<file path="src/rtl/ps2_letter_decoder_if.sv">
// PS/2 letter decoder bus: raw keyboard lines in,
// released-letter events and frame errors out.
interface ps2_letter_decoder_if;
  logic       ps2_clk;
  logic       ps2_data;
  logic [4:0] keystroke;
  logic       keyReleased;
  logic       frame_err;

  modport master (
    output ps2_clk,
    output ps2_data,
    input  keystroke,
    input  keyReleased,
    input  frame_err
  );

  modport slave (
    input  ps2_clk,
    input  ps2_data,
    output keystroke,
    output keyReleased,
    output frame_err
  );
endinterface

</file>
<file path="src/rtl/ps2_letter_decoder.sv">
// PS/2 set-2 receiver that turns letter key releases
// into 5-bit codes (A=1 .. Z=26) for the word checker.
module ps2_letter_decoder #(
  parameter int TIMEOUT_CYCLES = 100000,
  parameter int SYNC_STAGES    = 2
) (
  input logic clk,
  input logic rst_n,
  ps2_letter_decoder_if.slave bus
);

  localparam int TW = $clog2(TIMEOUT_CYCLES + 1);
  localparam logic [TW-1:0] TMAX = TW'(TIMEOUT_CYCLES);

  typedef enum logic [1:0] {
    IDLE, EXT, BRK, EXT_BRK
  } state_t;

  logic [SYNC_STAGES-1:0] clk_sync;
  logic [SYNC_STAGES-1:0] data_sync;
  logic                   clk_last;
  logic                   fall;
  logic                   bit_in;

  logic [3:0]    bit_cnt;
  logic [9:0]    sr;
  logic [TW-1:0] tmo;
  logic [10:0]   frame;
  logic          frame_ok;
  logic          byte_valid;
  logic          err;
  logic [7:0]    rx_byte;

  state_t     state;
  state_t     state_n;
  logic [4:0] code;
  logic       hit;
  logic [4:0] ks;
  logic       rel;

  always_ff @(posedge clk) begin
    if (!rst_n) begin
      clk_sync  <= '1;
      data_sync <= '1;
      clk_last  <= 1'b1;
    end else begin
      clk_sync  <= {clk_sync[SYNC_STAGES-2:0], bus.ps2_clk};
      data_sync <= {data_sync[SYNC_STAGES-2:0], bus.ps2_data};
      clk_last  <= clk_sync[SYNC_STAGES-1];
    end
  end

  assign fall   = clk_last & ~clk_sync[SYNC_STAGES-1];
  assign bit_in = data_sync[SYNC_STAGES-1];

  // sr holds bits 0..9 with the start bit at sr[0]
  assign frame    = {bit_in, sr};
  assign frame_ok = !frame[0] && frame[10] && (^frame[9:1]);

  always_ff @(posedge clk) begin
    if (!rst_n) begin
      bit_cnt    <= '0;
      sr         <= '0;
      tmo        <= '0;
      byte_valid <= 1'b0;
      err        <= 1'b0;
      rx_byte    <= '0;
    end else begin
      byte_valid <= 1'b0;
      err        <= 1'b0;
      if (fall) begin
        tmo <= '0;
        if (bit_cnt == 4'd10) begin
          bit_cnt    <= '0;
          byte_valid <= frame_ok;
          err        <= !frame_ok;
          rx_byte    <= frame[8:1];
        end else begin
          bit_cnt <= bit_cnt + 4'd1;
          sr      <= {bit_in, sr[9:1]};
        end
      end else if (bit_cnt == 4'd0) begin
        tmo <= '0;
      end else if (tmo == TMAX) begin
        bit_cnt <= '0;
        tmo     <= '0;
      end else begin
        tmo <= tmo + 1'b1;
      end
    end
  end

  always_ff @(posedge clk) begin
    if (!rst_n) state <= IDLE;
    else        state <= state_n;
  end

  always_comb begin
    state_n = state;
    if (byte_valid) begin
      unique case (state)
        IDLE: begin
          unique case (1'b1)
            (rx_byte == 8'hE0): state_n = EXT;
            (rx_byte == 8'hF0): state_n = BRK;
            default:            state_n = IDLE;
          endcase
        end
        EXT:     state_n = (rx_byte == 8'hF0) ? EXT_BRK : IDLE;
        BRK:     state_n = IDLE;
        EXT_BRK: state_n = IDLE;
        default: state_n = IDLE;
      endcase
    end
  end

  always_comb begin
    code = 5'd0;
    unique case (rx_byte)
      8'h1C:   code = 5'd1;
      8'h32:   code = 5'd2;
      8'h21:   code = 5'd3;
      8'h23:   code = 5'd4;
      8'h24:   code = 5'd5;
      8'h2B:   code = 5'd6;
      8'h34:   code = 5'd7;
      8'h33:   code = 5'd8;
      8'h43:   code = 5'd9;
      8'h3B:   code = 5'd10;
      8'h42:   code = 5'd11;
      8'h4B:   code = 5'd12;
      8'h3A:   code = 5'd13;
      8'h31:   code = 5'd14;
      8'h44:   code = 5'd15;
      8'h4D:   code = 5'd16;
      8'h15:   code = 5'd17;
      8'h2D:   code = 5'd18;
      8'h1B:   code = 5'd19;
      8'h2C:   code = 5'd20;
      8'h3C:   code = 5'd21;
      8'h2A:   code = 5'd22;
      8'h1D:   code = 5'd23;
      8'h22:   code = 5'd24;
      8'h35:   code = 5'd25;
      8'h1A:   code = 5'd26;
      default: code = 5'd0;
    endcase
    hit = byte_valid && (state == BRK) && (code != 5'd0);
  end

  always_ff @(posedge clk) begin
    if (!rst_n) begin
      ks  <= '0;
      rel <= 1'b0;
    end else begin
      rel <= hit;
      if (hit) ks <= code;
    end
  end

  assign bus.keystroke   = ks;
  assign bus.keyReleased = rel;
  assign bus.frame_err   = err;

endmodule

</file>
<file path="src/flat_wrapper.sv">
// flat-port wrapper written by rule: the top's interface ports become plain ports
module ps2_letter_decoder_flat 
#(
  parameter int TIMEOUT_CYCLES = 100000,
  parameter int SYNC_STAGES    = 2
)
  (clk, rst_n, bus_ps2_clk, bus_ps2_data, bus_keystroke, bus_keyReleased, bus_frame_err);
  ps2_letter_decoder_if bus_i ();
  input logic clk;
  input logic rst_n;
  input wire logic [$bits(bus_i.ps2_clk)-1:0] bus_ps2_clk;
  input wire logic [$bits(bus_i.ps2_data)-1:0] bus_ps2_data;
  output wire logic [$bits(bus_i.keystroke)-1:0] bus_keystroke;
  output wire logic [$bits(bus_i.keyReleased)-1:0] bus_keyReleased;
  output wire logic [$bits(bus_i.frame_err)-1:0] bus_frame_err;
  assign bus_i.ps2_clk = bus_ps2_clk;
  assign bus_i.ps2_data = bus_ps2_data;
  assign bus_keystroke = bus_i.keystroke;
  assign bus_keyReleased = bus_i.keyReleased;
  assign bus_frame_err = bus_i.frame_err;
  ps2_letter_decoder #(.TIMEOUT_CYCLES(TIMEOUT_CYCLES), .SYNC_STAGES(SYNC_STAGES)) u_core (.clk(clk), .rst_n(rst_n), .bus(bus_i));
endmodule
</file>
<file path="config.mk">
export PLATFORM = sky130hd
export DESIGN_NAME = ps2_letter_decoder_flat
export DESIGN_NICKNAME = d
export VERILOG_FILES = /design/src/rtl/ps2_letter_decoder_if.sv /design/src/rtl/ps2_letter_decoder.sv /design/src/flat_wrapper.sv
export SDC_FILE = /design/constraint.sdc
export NUM_CORES = 1
export LEC_CHECK = 0
export CORE_MARGIN = 10
export CORE_UTILIZATION = 50
export CTS_BUF_LIST = sky130_fd_sc_hd__clkbuf_16
export DETAILED_ROUTE_END_ITERATION = 12
export HOLD_SLACK_MARGIN = 0.02
export PLACE_DENSITY = 0.76
export SYNTH_ARGS = -nofsm -noshare
export SYNTH_HDL_FRONTEND = slang
export SYNTH_SLANG_ARGS = --single-unit
</file>
<file path="constraint.sdc">
create_clock -name clk -period 3.4 [get_ports clk]
set_clock_uncertainty 0.2 [all_clocks]
set_input_delay 0.68 -clock clk [delete_from_list [all_inputs] [get_ports clk]]
set_output_delay 0.68 -clock clk [all_outputs]
set_load 0.01 [all_outputs]
</file>
Word-level counts from Yosys, hierarchy flattened. Memory sizes are Yosys's and may differ from the RTL's. A register that Yosys moved wholly into a read port is not among the register bits. Index checks and enable logic that the tools add are counted.

Register bits: 54. Bits in latches: 0. RAM bits: 0. Word-level logic and storage cells: 54. Bits in read-only memories: 640. Memories kept: 1. Output and inout bits: 7.

Reductions and logical operators: 17. Bitwise gates (word level): 4. Multiply operators: 0. Magnitude comparators: 0. $add $sub $neg: 2. Shifts and indexed selects: 0. Muxes and demuxes: 10. Div/mod/pow operators: 0. Eq/ne operators: 8.

Memory list: (name not given) (depth 128, bits a word 5, rd ports 1, clocked after memory_dff 1, write ports 0, RTL line ps2_letter_decoder.sv:119) `unique case (rx_byte)`.

Operators by type and width (count): $add 17x1->17 const B (1); $eq 17x17->1 const B (1); $eq 8x8->1 const B (2); $mux 4 (4); $mux 7 (2); $reduce_xor 9->1 (1); $pmux 2 s3 (1); $reduce_and 2->1 (3); $mux 5 (1); $reduce_bool 5->1 (1); $add 4x1->4 const B (1); $eq 2x2->1 const B (2); $eq 4x4->1 const B (1); $logic_and 1x1->1 (4); $logic_not 4->1 (1); $pmux 2 s2 (1); $reduce_or 4->1 (1); $not 1->1 (3); $reduce_and 3->1 (1); $eq 2x1->1 const B (1); $logic_not 1->1 (2); $logic_not 2->1 (1); $mux 2 (1); $ne 2x1->1 const B (1); 3 further kinds (3).

Longest topological paths before layout. Gate-level depths: netlist (run 1).

Depth in word-level cells: 5. Depth in mapped cells: 16.

Worst setup path before layout (run 1). No wires, ideal clock.

Kind: register to register. Start point: reg u_core.bit_cnt[0]. End point: reg with a tool-made name. Slack: 0.314 ns. Required time: 3.066 ns. Arrival time: 2.751 ns. Path buffers: 2. Cell stages (with the launch flop): 16. Setup time: 0.134 ns. Path through: dfxtp_1 > inv_1 > ha_1 > and3b_1 > buf_4 > nand2_1 > buf_4 > nand2_1 > a21oi_1 > inv_1 > ha_1 > a31oi_1 > nand2_1 > o211ai_2 > a211oi_1 > or4_1.

RTL lines: start, declared (RTL line ps2_letter_decoder.sv:25) `logic [3:0] bit_cnt;`; start signal, assigned (RTL line ps2_letter_decoder.sv:79) `bit_cnt <= bit_cnt + 4'd1;`.

==> impl_results.md, run 1 <==
- WS Path Type: register to register
- Relative slew slack: 0.4401
- Most area-consuming cells after synthesis: dfxtp_1, nand2_1, a21oi_1
- Synth Instances: approximately 390
- Required time worst endpoint: around 3.4 ns
- Mapped Area: about 0.0031 mm2
- Die area: roughly 0.01 mm2
- Ports: 11
- Vias in the first global route: ~2600
- FF/Latch Area: roughly 0.0012 mm2
- Final GP Congestion: slightly above 0.9
- Worst reg2reg startpoint: u_core.bit_cnt[0]
- Hold path startpoint: u_core.data_sync[0]
- Clock root buffer master: clkbuf_16
- Peak Freq: between 300 and 400 MHz
- Tightest Pin Transition: between 0.8 and 0.9 ns
- Routed vias: around 2700
- P per Cell Area: ~450 mW/mm2
- Wire length on met3: about 360 um
- CP Launch Type: register
- Largest area contributor in the netlist: dfxtp_1
- Largest net degree at the start of global routing: 22
- Cts hold-fix bufs: 0
- WL/cell: around 15 um
- Worst ir drop on vdd: around 0.42 mV
- Crit path launch: u_core.bit_cnt[0]
- Antenna violations before repair: 0
- DRC: 0
- Core Rows: 28
- Clock-pin slew on the worst setup and hold paths: 0.06 ns
- Area delta synth->final: 14.51%
- Fraction of registers with async set/reset: 0
- Leakage: ~1.2 nW
- Critical Path End Type: register
- Global-route wire length before repair: approximately 12000 um
- Share of cells above drive strength 1: 0.09975
- Endpoints failing hold: 0
- DP HPWL: 4819 um
- Fillers: around 540
- Fin crit share: 0.8951
- I/O Buffers: 10
- Setup total negative slack: 0 ns
- CTS buffer count: 9
- Final WL: ~7000 um
- Drt via density: a little under 6
- Slew Limit Fails: 0
- CP arrival: a little over 3 ns
- Core Area: 0.006026 mm2
- Initial Util: 0.5222
- Post-Place Cells: 460
- Die H: between 90 and 100 um
- Clock Latency Late Sink: between 0.3 and 0.4 ns
- Crit path time final: ~3.0 ns
- Outcome: complete, no violations
- Netlist cell types: between 60 and 70
- Number of synthesized flops with an enable pin: 0
- Met2 wire length: ~3200 um
- HP Class: register to register
- Top-area cell type share of the netlist area: 0.3753
- Chip width: a little under 100 um
- CP Max Fanout: 15
- Number of max-cap violations: 0
- Seq cells post-synth: 59
- Non-Filler Instances: between 400 and 500
- ANT cells: 0
- Setup bufs post-CTS: 0
- Routed Antenna Nets: 0
- CTS sink cnt: 59
- Multi-input gate area: between 0.0015 and 0.002 mm2
- Avg Cell Area, Syn: between 8 and 9 um2
- Final setup viols: 0
- Sequential area share after synthesis: 0.3753
- Max H-tree Level: 3
- Ys Warns: 0
- Final nets: roughly 400
- Syn nets: ~400
- Top layer in use: met4
- CTS tree: done
- Final Util: 0.5980
- Initial DRC Count: slightly below 300
- Unrepaired setup endpoints after global routing: no
- Hold WS: roughly 0.21 ns
- DR pass1 iterations: 5
- Tot GR Track Use: 0.1458
- CTS Buffer Depth: 2
- Most used flip-flop cell after synthesis: dfxtp_1
- Global route overflow: 0
- M1 wire length: about 3300 um
[logic make-up (layout without fill, tap and decap cells)]
group                      Yosys count  in the layout  share of synthesized area
buffers and inverters               34             48                    0.04811
muxes                                3              3                   0.009543
adders and majority gates           12             12                    0.04771
AOI/OAI and AO/OA                   81             81                     0.1662
xor gates and xnor gates            22             22                    0.06123
DFF                                 59             59                     0.3753
and+or+nand+nor                    176            176                     0.2919
[layer usage]
metal  vias up  GRT usage
met5         -          0
met1      1288     0.1845
met2        68     0.2244
li1       1373          -
met4         0    0.04520
met3        13    0.05398
[what timing repair did]
action	in CTS	in global routing
gates resized for setup	0	1
setup endpoints to repair	0	1
hold endpoints to repair	0	0
[registers in the layout (all words and copies together), names as in the netlist, named ones only]
name and cells:
u_core.tmo 17, u_core.byte_valid 1, u_core.clk_last 1, u_core.state 2, u_core.data_sync 2, u_core.sr 10, u_core.clk_sync 2, u_core.bus.keystroke 5
u_core.bus.keyReleased 1, u_core.bus.frame_err 1, u_core.bit_cnt 4, u_core.rx_byte 8
[power breakdown]
group,internal (W),switching [W]
clock,0.000563,0.000325
sequential,0.000697,0.00000336
combinational,0.0000142,0.0000251
[through the flow]
stage / setup WS, ns / power [W] / instance area (um2)
floorplan: 0.3145 / 0.0007403 / 3147
global placement: 0.3305 / 0.0007528 / 3306
detailed placement: 0.3064 / 0.0007534 / 3306
CTS: 0.3038 / 0.001644 / 3600
global route: 0.001702 / 0.001685 / 3603
finish: 0.3567 / 0.001627 / 3603
[final cells by class]
type | count | area share
clock buffers | 9 | 0.06250
clock inverters | 7 | 0.01910
inverters | 13 | 0.01354
multi-input cells | 294 | 0.5045
flip-flops and latches | 59 | 0.3278
well taps | 75 | 0.02604
repair buffers | 19 | 0.04653
[critical path: stages, from the launching register on]
cell and delay (ns):
dfxtp_1 0.34, inv_1 0.09, ha_1 0.17, nand3b_2 0.18
nor2_4 0.32, nand2_1 0.13, a21oi_1 0.18, inv_1 0.12
ha_1 0.26, a31oi_1 0.18, nand2_1 0.08, o211ai_2 0.08
a211oi_1 0.08, or4_1 0.51
[worst paths after layout]
kind,endpoint,slack (ns),cells after the start
hold / removal,u_core.data_sync[1],0.21,1
hold reg to reg,u_core.data_sync[1],0.21,1
setup reg to reg,register,0.36,13
setup / recovery,register,0.36,13
[placed cells by master (no fill, tap or decap), types with 4 or more instances in the layout]
master	n
and3_1	6
a21oi_1	33
nand2b_1	10
ha_1	12
nor2b_1	4
buf_4	9
nand4_1	6
nor3_1	7
nand3b_1	6
xnor2_1	14
a31oi_1	5
o21ai_0	9
nor3b_1	7
a22oi_1	4
inv_1	10
clkbuf_16	9
nand3_1	11
nor2_1	38
xor2_1	8
clkdlybuf4s50_1	10
nand2_1	55
dfxtp_1	59
[cell usage after synthesis (2+ instances only)]
cell type,count
dfxtp_1,59
nand2_1,55
nor2_1,38
a21oi_1,34
xnor2_1,14
clkbuf_1,12
ha_1,12
nand3_1,11
inv_1,10
nand2b_1,10
o21ai_0,9
xor2_1,8
nor3_1,7
nor3b_1,7
and3_1,6
nand3b_1,6
nand4_1,6
a31oi_1,5
a22oi_1,4
buf_2,4
nor2b_1,4
a211oi_1,3
and2_1,3
buf_4,3
inv_2,3
mux2i_1,3
nor4_1,3
o21a_1,3
a211o_1,2
and4_1,2
and4b_1,2
nor2_4,2
o21ai_1,2
o32ai_1,2
or3_1,2
or4_1,2
Power figures use the tool's default switching activity.
==> inputs of run 2 (changes only) <==
--- a/config.mk
+++ b/config.mk
@@ -7,7 +7,6 @@
 export LEC_CHECK = 0
 export CORE_MARGIN = 10
 export CORE_UTILIZATION = 50
-export CTS_BUF_LIST = sky130_fd_sc_hd__clkbuf_16
 export DETAILED_ROUTE_END_ITERATION = 12
 export HOLD_SLACK_MARGIN = 0.02
 export PLACE_DENSITY = 0.76
==> impl_results.md, run 2 (synthesis results as in run 1) <==
- Outcome: complete, no violations
- Most frequent cells in the layout: dfxtp_1, nand2_1, nor2_1
- Relative slew slack: 0.4576
- Most common cell after layout, fill and taps aside: dfxtp_1
- Crit path time final: about 3 ns
- Top reg by flops: u_core.tmo
- Final nets: a little over 400
- CTS buffer count: 9
- Clock root buffer master: clkbuf_8
- Hold WS: about 0.21 ns
- Clock Latency Late Sink: 0.34 ns
- Die H: about 99 um
- Global route overflow: 0
- Largest net degree at the start of global routing: 22
- Required time worst endpoint: approximately 3.4 ns
- CP arrival: around 3.1 ns
- Core Rows: 28
- Fin crit share: 0.8928
- P per Cell Area: approximately 400 mW/mm2
- Share of cells above drive strength 1: 0.1022
- Critical-path cell list: inv_1 > ha_1 > nand3b_2 > nor2_4 > nand2_1 > a21oi_1 > inv_1 > ha_1 > a31oi_1 > nand2_1 > o211ai_2 > a211oi_1 > or4_1
- Max reg flops: 17
- Max H-tree Level: 3
- Die area: between 0.009 and 0.01 mm2
- Peak Freq: 329.4 MHz
- Worst ir drop on vdd: approximately 0.27 mV
- Vias in the first global route: about 2500
- Chip width: a little under 100 um
- Fillers: 554
- DR pass1 iterations: 4
- Largest registers: u_core.tmo: 17 flops, u_core.sr: 10 flops, u_core.rx_byte: 8 flops
- Routed Antenna Nets: 0
- Antenna violations before repair: 0
- CTS tree: done
- CTS sink cnt: between 50 and 60
- I/O Buffers: 10
- ANT cells: 0
- Initial DRC Count: 388
- Clock-pin slew on the worst setup and hold paths: ~0.070 ns
- Area delta synth->final: 11.61%
- HP Class: register to register
- Drt via density: around 5.7
- Top Family by Delay on Critical Path: simple AND/OR/NAND/NOR gates
- Slew Limit Fails: 0
- Global-route wire length before repair: between 10000 and 15000 um
- Final GP Congestion: 0.9313
- Unrepaired setup endpoints after global routing: no
- Critical Path End Type: register
- Final WL: 6836 um
- Number of max-cap violations: 0
- Buf/Inv on CP: 2
- Initial Util: 0.5222
- Tot GR Track Use: 0.1418
- WS Path Type: register to register
- Fin area: roughly 0.0035 mm2
- Worst path max stage delay: around 0.51 ns
- WL/cell: 14.36 um
- DRC: 0
- Slowest stage cell, crit path: or4_1
- CP Launch Type: register
- Endpoints failing hold: 0
- DP Area: roughly 0.0033 mm2
- DP HPWL: 4819 um
- Setup total negative slack: 0 ns
- CTS Buffer Depth: 2
- Routed vias: between 2000 and 3000
- Tightest Pin Transition: 0.8027 ns
- CP Max Fanout: 15
- Core Area: about 0.006 mm2
- Ports: 11
- Final setup viols: 0
- Leakage: ~1.2 nW
run 2: cell count changes in the layout (fill, tap and decap cells not counted), sizes merged:
cell and delta:
clkinv -1, clkbuf +1
run 2: per-stage QoR:
step                      worst slack [ns]  total power (W)  utilization  cells
after floorplan                     0.3145        0.0007403            -    387
after global placement              0.3305        0.0007528       0.5486    460
after detailed placement            0.3064        0.0007534       0.5486    460
after CTS                           0.3034         0.001403       0.5822    476
after global routing               0.01491         0.001438       0.5828    476
final                               0.3643         0.001385       0.5828    476
run 2: cell type report:
class	count	area, um2	area share
Clock buffer	10	137.6	0.03919
Clock inverter	6	65.06	0.01853
Sequential cell	59	1181	0.3363
Inverter	13	48.80	0.01389
Tap cell	75	93.84	0.02672
Multi-Input combinational cell	294	1818	0.5176
Timing Repair Buffer	19	167.7	0.04774
run 2: worst reg2reg max path: stages, from the launching register on:
cell	delay [ns]
dfxtp_1	0.34
inv_1	0.09
ha_1	0.18
nand3b_2	0.18
nor2_4	0.32
nand2_1	0.13
a21oi_1	0.18
inv_1	0.12
ha_1	0.26
a31oi_1	0.18
nand2_1	0.08
o211ai_2	0.08
a211oi_1	0.08
or4_1	0.51
run 2: routing by layer:
layer,vias to the layer above,global-route usage,wire length (um)
met5,-,0,0
met4,0,0.05623,107
met3,13,0.04360,364
met2,73,0.2174,3090
met1,1250,0.1808,3273
li1,1366,-,-
run 2: worst paths after layout:
kind | from | endpoint | slack (ns) | depth (start not counted)
setup reg to reg | u_core.bit_cnt[0] | register | 0.36 | 13
hold reg to reg | u_core.data_sync[0] | u_core.data_sync[1] | 0.21 | 1
setup / recovery | u_core.bit_cnt[0] | register | 0.36 | 13
hold / removal | u_core.data_sync[0] | u_core.data_sync[1] | 0.21 | 1
run 2: report_power, final:
group | switching [W] | internal [W] | total [W]
Combinational | 0.0000254 | 0.0000141 | 0.0000396
Sequential | 0.00000334 | 0.000695 | 0.000699
Clock | 0.000289 | 0.000358 | 0.000646
Total | 0.000317 | 0.00107 | 0.00138
run 2: repair_timing:
action,CTS,global route
buffers inserted,0,0
endpoints found under the setup margin,0,1
resized for setup,0,1
hold buffers,0,0
